[src/rtl/core_dispatch_queue_pkg.sv]
// Purpose: shared decode/dispatch types, idle slot constant and queue pointer type.
// Latency: n/a (types and constants only).
// Backpressure: n/a.
package core_dispatch_queue_pkg;

    localparam int DQ_DEPTH_DEFAULT = 8;
    localparam int DQ_PTR_W         = $clog2(DQ_DEPTH_DEFAULT);

    // Pointer into a default-sized dispatch queue; wraps naturally.
    typedef logic [DQ_PTR_W-1:0] dq_ptr_t;

    typedef struct packed {
        logic execute;
        logic mem_rd;
        logic mem_wr;
        logic branch;
    } insn_ctrl_t;

    typedef struct packed {
        logic [31:0] pc;
        logic [7:0]  opcode;
        logic [4:0]  rd;
        logic [4:0]  rs1;
        logic [4:0]  rs2;
        logic [15:0] imm;
        insn_ctrl_t  ctrl;
    } insn_decode;

    // Idle slot: all zero, never executes, so dispatch treats it as free to issue.
    localparam insn_decode INSN_IDLE = '0;

endpackage

[src/rtl/core_dispatch_queue_mem.sv]
// Purpose: DEPTH-entry decoded-instruction storage, two write and two async read ports.
// Latency: write visible on reads the cycle after the write edge; reads are combinational.
// Backpressure: none; the owner guarantees write addresses never collide.
module core_dispatch_queue_mem
    import core_dispatch_queue_pkg::*;
#(
    parameter int DEPTH = DQ_DEPTH_DEFAULT
) (
    input  logic                     clk,
    input  logic                     we_a,
    input  logic [$clog2(DEPTH)-1:0] waddr_a,
    input  insn_decode               wdat_a,
    input  logic                     we_b,
    input  logic [$clog2(DEPTH)-1:0] waddr_b,
    input  insn_decode               wdat_b,
    input  logic [$clog2(DEPTH)-1:0] raddr_a,
    input  logic [$clog2(DEPTH)-1:0] raddr_b,
    output insn_decode               rdat_a,
    output insn_decode               rdat_b
);

    insn_decode mem [DEPTH];

    // Storage carries no reset; occupancy tracking decides what is meaningful.
    always_ff @(posedge clk) begin
        if (we_a) mem[waddr_a] <= wdat_a;
        if (we_b) mem[waddr_b] <= wdat_b;
    end

    assign rdat_a = mem[raddr_a];
    assign rdat_b = mem[raddr_b];

endmodule

[src/rtl/core_dispatch_queue.sv]
// Purpose: in-order decoded-instruction queue feeding dispatch; 2 in, 0..2 out per cycle, flushable.
// Latency: 1 cycle push-to-present; 0 cycles when built with DISPATCH_QUEUE_BYPASS_EN.
// Backpressure: in_ready drops when fewer than two slots are free (registered count only).
module core_dispatch_queue
    import core_dispatch_queue_pkg::*;
#(
    parameter int DEPTH = DQ_DEPTH_DEFAULT
) (
    input  logic                     clk,
    input  logic                     rst,
    input  logic                     flush,
    input  insn_decode               in_a,
    input  insn_decode               in_b,
    input  logic                     in_valid_a,
    input  logic                     in_valid_b,
    output logic                     in_ready,
    output insn_decode               cur_a,
    output insn_decode               cur_b,
    input  logic                     dispatch_a,
    input  logic                     dispatch_b,
    output logic [$clog2(DEPTH):0]   count
);

    localparam int PTR_W = $clog2(DEPTH);
    localparam int CNT_W = PTR_W + 1;

    logic [PTR_W-1:0] head_q;
    logic [PTR_W-1:0] tail_q;
    logic [CNT_W-1:0] count_q;
    logic [PTR_W-1:0] head_p1;
    logic [PTR_W-1:0] tail_p1;

    insn_decode rd_a;
    insn_decode rd_b;

    logic push_en;
    logic push_a;
    logic push_b;
    logic pop_a;
    logic pop_b;
    logic vis_a;
    logic vis_b;
    logic skip_a;
    logic skip_b;
    logic we_a;
    logic we_b;

    assign head_p1 = head_q + PTR_W'(1);
    assign tail_p1 = tail_q + PTR_W'(1);

    // Ready only from the registered count so dispatch never reaches decode combinationally.
    assign in_ready = (count_q <= CNT_W'(DEPTH - 2));
    assign count    = count_q;

    core_dispatch_queue_mem #(
        .DEPTH (DEPTH)
    ) u_mem (
        .clk     (clk),
        .we_a    (we_a),
        .waddr_a (tail_q),
        .wdat_a  (in_a),
        .we_b    (we_b),
        .waddr_b (tail_p1),
        .wdat_b  (in_b),
        .raddr_a (head_q),
        .raddr_b (head_p1),
        .rdat_a  (rd_a),
        .rdat_b  (rd_b)
    );

    // Presentation, push/pop qualification and write-enable suppression for bypassed pops.
    always_comb begin
        push_en = in_ready && !flush && !rst;
        push_a  = push_en && in_valid_a;
        push_b  = push_a && in_valid_b;

        vis_a   = (count_q != '0);
        vis_b   = (count_q >= CNT_W'(2));
        cur_a   = vis_a ? rd_a : INSN_IDLE;
        cur_b   = vis_b ? rd_b : INSN_IDLE;
        skip_a  = 1'b0;
        skip_b  = 1'b0;

`ifdef DISPATCH_QUEUE_BYPASS_EN
        // push_a is already low under flush, so forwarding needs no extra flush term.
        if (count_q == '0) begin
            vis_a = push_a;
            vis_b = push_b;
            cur_a = push_a ? in_a : INSN_IDLE;
            cur_b = push_b ? in_b : INSN_IDLE;
        end else if (count_q == CNT_W'(1)) begin
            vis_b = push_a;
            cur_b = push_a ? in_a : INSN_IDLE;
        end
`endif

        // dispatch_b alone never pops: cur_b cannot leave ahead of cur_a.
        pop_a = dispatch_a && vis_a;
        pop_b = dispatch_a && dispatch_b && vis_b;

`ifdef DISPATCH_QUEUE_BYPASS_EN
        // Entries consumed straight off the input are not stored; head skips their slots.
        if (count_q == '0) begin
            skip_a = pop_a;
            skip_b = pop_b;
        end else if (count_q == CNT_W'(1)) begin
            skip_a = pop_b;
        end
`endif

        we_a = push_a && !skip_a;
        we_b = push_b && !skip_b;
    end

    // Pointer and occupancy update; reset beats flush, flush beats push/pop.
    always_ff @(posedge clk) begin
        if (rst) begin
            head_q  <= '0;
            tail_q  <= '0;
            count_q <= '0;
        end else if (flush) begin
            head_q  <= '0;
            tail_q  <= '0;
            count_q <= '0;
        end else begin
            head_q  <= head_q + PTR_W'(pop_a) + PTR_W'(pop_b);
            tail_q  <= tail_q + PTR_W'(push_a) + PTR_W'(push_b);
            count_q <= count_q + CNT_W'(push_a) + CNT_W'(push_b)
                               - CNT_W'(pop_a) - CNT_W'(pop_b);
        end
    end

    // A younger instruction without its older partner is a decode protocol error.
    always_ff @(posedge clk) begin
        if (!rst) assert (!(in_valid_b && !in_valid_a));
    end

endmodule

[config.mk]
export PLATFORM = sky130hd
export DESIGN_NAME = core_dispatch_queue
export DESIGN_NICKNAME = d
export VERILOG_FILES = /design/src/rtl/core_dispatch_queue_pkg.sv /design/src/rtl/core_dispatch_queue_mem.sv /design/src/rtl/core_dispatch_queue.sv
export SDC_FILE = /design/constraint.sdc
export NUM_CORES = 1
export LEC_CHECK = 0
export CAP_MARGIN = 10
export CORE_MARGIN = 2
export CORE_UTILIZATION = 33
export CTS_BUF_LIST = sky130_fd_sc_hd__clkbuf_8
export DETAILED_ROUTE_END_ITERATION = 7
export PLACE_DENSITY_LB_ADDON = 0.12
export RECOVER_POWER = 100
export SLEW_MARGIN = 20
export SYNTH_ARGS = -nofsm -noshare
export SYNTH_HDL_FRONTEND = slang
export SYNTH_SLANG_ARGS = --single-unit
[constraint.sdc]
create_clock -name clk -period 8.9 [get_ports clk]
set_input_delay 1.78 -clock clk [delete_from_list [all_inputs] [get_ports clk]]
set_output_delay 1.78 -clock clk [all_outputs]
set_load 0.005 [all_outputs]
Word level (Yosys, flattened, before mapping)
Memory sizes are Yosys's and may differ from the RTL's. A register that Yosys moved wholly into a read port is not among the register bits.
Cells that the tools add are included.
{"block": "op_classes", "addsub": 10, "magnitude_cmp": 2, "mux": 7, "n_reduce_logical": 11}
{"cell": "two-way mux 75 bit", "n": 2}
{"cell": "adder 3 x 1 -> 3 bit", "n": 4}
{"cell": "adder 4 x 1 -> 4 bit", "n": 2}
{"cell": "subtractor 4 x 1 -> 4 bit", "n": 2}
{"cell": "logical AND 1 bit", "n": 7}
{"cell": "adder 3 x 1 -> 3 bit, second input constant", "n": 2}
{"cell": "greater-or-equal comparator 4 x 2 -> 1 bit, second input constant", "n": 1}
{"cell": "less-or-equal comparator 4 x 3 -> 1 bit, second input constant", "n": 1}
{"cell": "two-way mux 1 bit", "n": 4}
{"cell": "nonzero test 4 bit", "n": 1}
{"cell": "two-way mux 3 bit", "n": 1}
{"cell": "logical NOT 1 bit", "n": 2}
{"cell": "OR reduction 2 bit", "n": 1}
{"block": "totals", "register_bits": 10, "ramBits": 600, "wordCells": 34, "mem_count": 1}
{"name": "u_mem.mem", "depth": 8, "word_bits": 75, "read_ports": 2, "rd_clocked_by_memory_dff": 1, "write_ports": 2, "line": "core_dispatch_queue_mem.sv:22", "text": "insn_decode mem [DEPTH];"}

Logic depth before layout (Yosys ltp)
{"block": "logic_depth", "word_depth": 8, "depth_mapped": 15, "depth_no_buf": 13}

Modules after synthesis
A second synthesis with hierarchy kept.
{"block": "unflattened", "cells_unflattened": 2061, "area_unflattened_um2": 36065.8}
{"module": "core_dispatch_queue_mem", "instances": 1, "cells_per_inst": 1822, "area_per_inst_um2": 34214.1, "seq_area_each_um2": 18017.3}
{"module": "core_dispatch_queue", "instances": 1, "cells_per_inst": 239, "area_per_inst_um2": 1851.8, "seq_area_each_um2": 200.2}

Worst setup path after synthesis
Ideal clock, no wire load.
{"block": "synth_timing", "path_kind": "input -> register", "start": "input rst", "end": "memory u_mem.mem[1][0] (netlist name), enable pin", "t_arrival_ps": 5962, "t_required_ps": 8367, "slack_ps": 2406, "stages": 3, "path_cell_list": "nor2_1 nand3_1 a21oi_1"}
{"element": "from (decl)", "line": "core_dispatch_queue.sv:10", "text": "input logic rst,"}
{"element": "to (decl)", "line": "core_dispatch_queue_mem.sv:22"}

==> impl_summary.log <==
INFO  metric syn_to_final_growth = 16.5%
INFO  metric finalWeightedCongestion = 0.786
INFO  metric timing.hold.worst_path_depth = 2
INFO  metric syn-cell-area = 0.0363 mm^2
INFO  metric path_buf_inv = 2
INFO  metric io_pins = 312
INFO  metric antenna_found_initial = 18
INFO  metric finalCoreUtilization = 38.8%
INFO  metric timing.final.hold_violations = 0
INFO  metric synth_warnings = 0
INFO  metric regToRegStartpoint = count[3]
INFO  metric clock_transition_at_the_registers_of_the_reported_paths = 0.05 ns
INFO  metric status = finished, violations left
INFO  metric placedCellCount = 4146
INFO  metric clock_sinks = 610
INFO  metric grt_start_max_net_pins = 151
INFO  metric peakVddDrop = 0.000114 V
INFO  metric final_nets = 3023
INFO  metric cts_hold_buf = 0
INFO  metric yosysMostFrequentCell = sky130_fd_sc_hd__mux2_2
INFO  metric worstReg2RegEnd = u_mem.mem[6][17]
INFO  metric cp.depth = 5
INFO  metric floorplan.die.width = 336 um
INFO  metric failing_checks = max-capacitance violations, max-slew violations
INFO  metric num_rows = 121
INFO  metric vias_per_cell = 5.76
INFO  metric drt.antenna.violating_nets = 0
INFO  metric cp_slowest_stage_delay = 2.47 ns
INFO  metric synth_ff_type = sky130_fd_sc_hd__edfxtp_1
INFO  metric tritoncts.num_buffers = 118
INFO  metric total_grt_usage = 22.6%
INFO  metric synth_seq_cells = 610
INFO  metric timing.hold.ws = 0.705 ns
INFO  metric detail_route.iter0.violations = 1478
INFO  metric portBuffers = 311
INFO  metric htreeDepth = 3
INFO  metric worstPathMaxFanout = 42
INFO  metric critPathLaunchType = primary input
INFO  metric chipHeight = 336 um
INFO  metric p_per_area = 198 mW/mm^2
INFO  metric arrival_time_at_the_worst_endpoint = 8.34 ns
INFO  metric p_total = 8.37 mW
INFO  metric yosysSeqAreaShare = 50.1%
INFO  metric maxClockFrequency = 128 MHz
INFO  metric initial_core_util = 33.3%
INFO  metric grt-ovfl-total = 0
INFO  metric layout-drive-gt1-share = 31.5%
INFO  metric placed_cell_area = 0.0406 mm^2
INFO  metric clock_latency = 0.78 ns
INFO  metric synthTopCellsByArea = sky130_fd_sc_hd__edfxtp_1 (50%), sky130_fd_sc_hd__mux2_2 (20%), sky130_fd_sc_hd__a211oi_1 (4.6%)
INFO  metric skew = 0.0354 ns
INFO  metric route.final.wire_length = 130 mm
INFO  metric routed-via-count = 25100
INFO  metric post_route_worst_setup_slack = 1.06 ns
INFO  metric synth_edf_count = 600
INFO  metric layoutNonFillerInstCount = 4359
INFO  metric crit_required = 9.40 ns
INFO  metric cts.repair.resized = 0
INFO  metric ys_async_sr_fraction = 0%
INFO  metric detailedRoute.firstPassIterationCount = 5
INFO  metric number_of_global_route_vias_before_repair = 26400
INFO  metric slew_violations = 1410
INFO  metric finalWorstPathRequiredPeriod = 7.84 ns
INFO  metric post-place-ws = 2.74 ns
INFO  metric relative_max_transition_margin = -148%
INFO  metric synthDominantCellAreaShare = 49.6%
INFO  metric routedWlPerCell = 29.8 um
INFO  metric origin_of_the_worst_min_delay_path = tail_q[2]
INFO  metric setup-violations-final = 0
INFO  metric reg2regPathDepth = 8
INFO  metric clockRootBuffer = sky130_fd_sc_hd__clkbuf_8
INFO  metric max_cap_violations = 33
INFO  metric critPathSlowestCell = sky130_fd_sc_hd__clkbuf_1
INFO  metric final.setup.tns = 0 ns
INFO  metric unrepaired_setup_endpoints_after_global_routing = false
INFO  metric layout.cell_area.non_filler = 0.0423 mm^2
INFO  metric synth.net_count = 2766
INFO  metric clockBufferDepth = 3
INFO  metric critical_path_class = in2reg
INFO  metric r2r_slack = 1.65 ns
INFO  metric critical_path.cell_chain = dlygate4sd3_1 -> and4bb_1 -> and3_1 -> clkbuf_1 -> mux2_2
INFO  metric timing.critical_path.to_type = register
INFO  metric timing.hold.worst_endpoint = tail_q[2]
INFO  metric die-area = 0.113 mm^2
INFO  metric syn-instance-count = 2595
INFO  metric cell_type_with_the_largest_total_area_after_synthesis = sky130_fd_sc_hd__edfxtp_1
INFO  metric grt_first_pass_wirelength = 186 mm
INFO  metric hpwl = 70.0 mm
INFO  metric max_slew.worst_pin.slew = 3.73 ns
INFO  metric tritoncts = built
INFO  metric synthTopCellsByCount = sky130_fd_sc_hd__mux2_2 (644), sky130_fd_sc_hd__edfxtp_1 (600), sky130_fd_sc_hd__nor2b_1 (226), sky130_fd_sc_hd__a211oi_1 (225), sky130_fd_sc_hd__clkbuf_1 (91)
INFO  metric cellLeakagePower = 13.4 nW
INFO  metric critical_path.top_delay_family = buffers and inverters
INFO  metric syn_avg_cell_area = 14.0 um^2
INFO  metric hold_path.class = reg2reg
INFO  metric yosysUniqueCellTypes = 41
INFO  metric post-route-period-util = 88.1%
INFO  metric post-cts-setup-buffers = 0
INFO  metric core-area = 0.109 mm^2
INFO  metric detail_route.drc_violations = 0
==> flip-flops by register name (all words and copies together) (netlist names) <==
signal	count
count	4
head_q	3
tail_q	3
u_mem.mem	600
==> power breakdown <==
group,internal (mW),total [mW],switching [mW]
sequential,3.20,3.25,0.0464
clock,1.34,2.62,1.28
combinational,1.11,2.50,1.39
total,5.65,8.37,2.72
==> how the worst max path moves through the flow <==
stage                    start                to  slack [ns]
floorplan                  rst   u_mem.mem[1][0]        2.41
global placement     head_q[0]         cur_b[31]        2.64
detailed placement   head_q[0]          cur_b[5]        2.74
CTS                  head_q[0]          cur_b[5]        1.85
global route               rst  u_mem.mem[6][43]        0.88
finish              in_valid_b  u_mem.mem[6][17]        1.06
==> placed cells by master, fill, tap and decap left out, drive strengths merged, types with 3 or more instances in the layout <==
| cell | synthesis | routed |
|---|---|---|
| nand3 | 6 | 6 |
| inv | 11 | 39 |
| nor3 | 7 | 7 |
| diode | 0 | 8 |
| nand2 | 5 | 5 |
| mux2 | 750 | 750 |
| a31oi | 6 | 6 |
| xnor2 | 5 | 5 |
| nand2b | 3 | 3 |
| dlygate4sd3 | 0 | 127 |
| and3 | 3 | 3 |
| fa | 5 | 5 |
| edfxtp | 600 | 600 |
| nand4 | 3 | 3 |
| buf | 144 | 25 |
| clkbuf | 91 | 154 |
| nor2 | 90 | 90 |
| nor4 | 75 | 75 |
| clkdlybuf4s50 | 0 | 184 |
| mux4 | 75 | 75 |
| dfxtp | 10 | 10 |
| and2 | 10 | 10 |
| o22ai | 75 | 75 |
| mux2i | 76 | 76 |
| clkinvlp | 0 | 4 |
| a211oi | 225 | 225 |
| ha | 9 | 9 |
| a2111oi | 75 | 75 |
| clkinv | 0 | 51 |
| bufinv | 0 | 4 |
| nor2b | 226 | 226 |
==> per-layer routing <==
metal / vias to the layer above / routed length, um / global-route usage, %
li1: 10900 / - / -
met1: 13100 / 53700 / 27.5
met2: 768 / 65400 / 40.1
met3: 281 / 6510 / 3.94
met4: 18 / 4270 / 7.74
met5: - / 108 / 0
==> worst register-to-register path, stage by stage, from the launching register on <==
cell,delay [ns]
sky130_fd_sc_hd__dfxtp_1,0.41
sky130_fd_sc_hd__inv_1,0.11
sky130_fd_sc_hd__ha_1,0.20
sky130_fd_sc_hd__nand2_1,0.09
sky130_fd_sc_hd__mux2i_2,0.21
sky130_fd_sc_hd__clkbuf_1,0.44
sky130_fd_sc_hd__and3_1,2.45
sky130_fd_sc_hd__clkbuf_1,2.53
sky130_fd_sc_hd__mux2_2,0.53
==> area by class of cell <==
class                   count  area, um^2
fillers                 10400       66700
flip-flops and latches    610       18200
multi-input cells        1739       16600
repair buffers            372        3520
well taps                1414        1770
clock buffers             118        1620
clock inverters            87         492
inverters                  11        41.3
diodes                      8        20.0
==> logic make-up (layout without fill, tap and decap cells) <==
group,after synthesis,in the layout,synth area share [%]
muxes,901,901,30.5
DFF,610,610,50.1
and+or+nand+nor,433,433,6.81
AOI/OAI and AO/OA,384,384,7.89
buffers and inverters,246,588,3.85
adders and majority gates,14,14,0.585
xor gates and xnor gates,7,7,0.210
other,0,8,0
No activity file was read; power rests on OpenSTA's default activity.
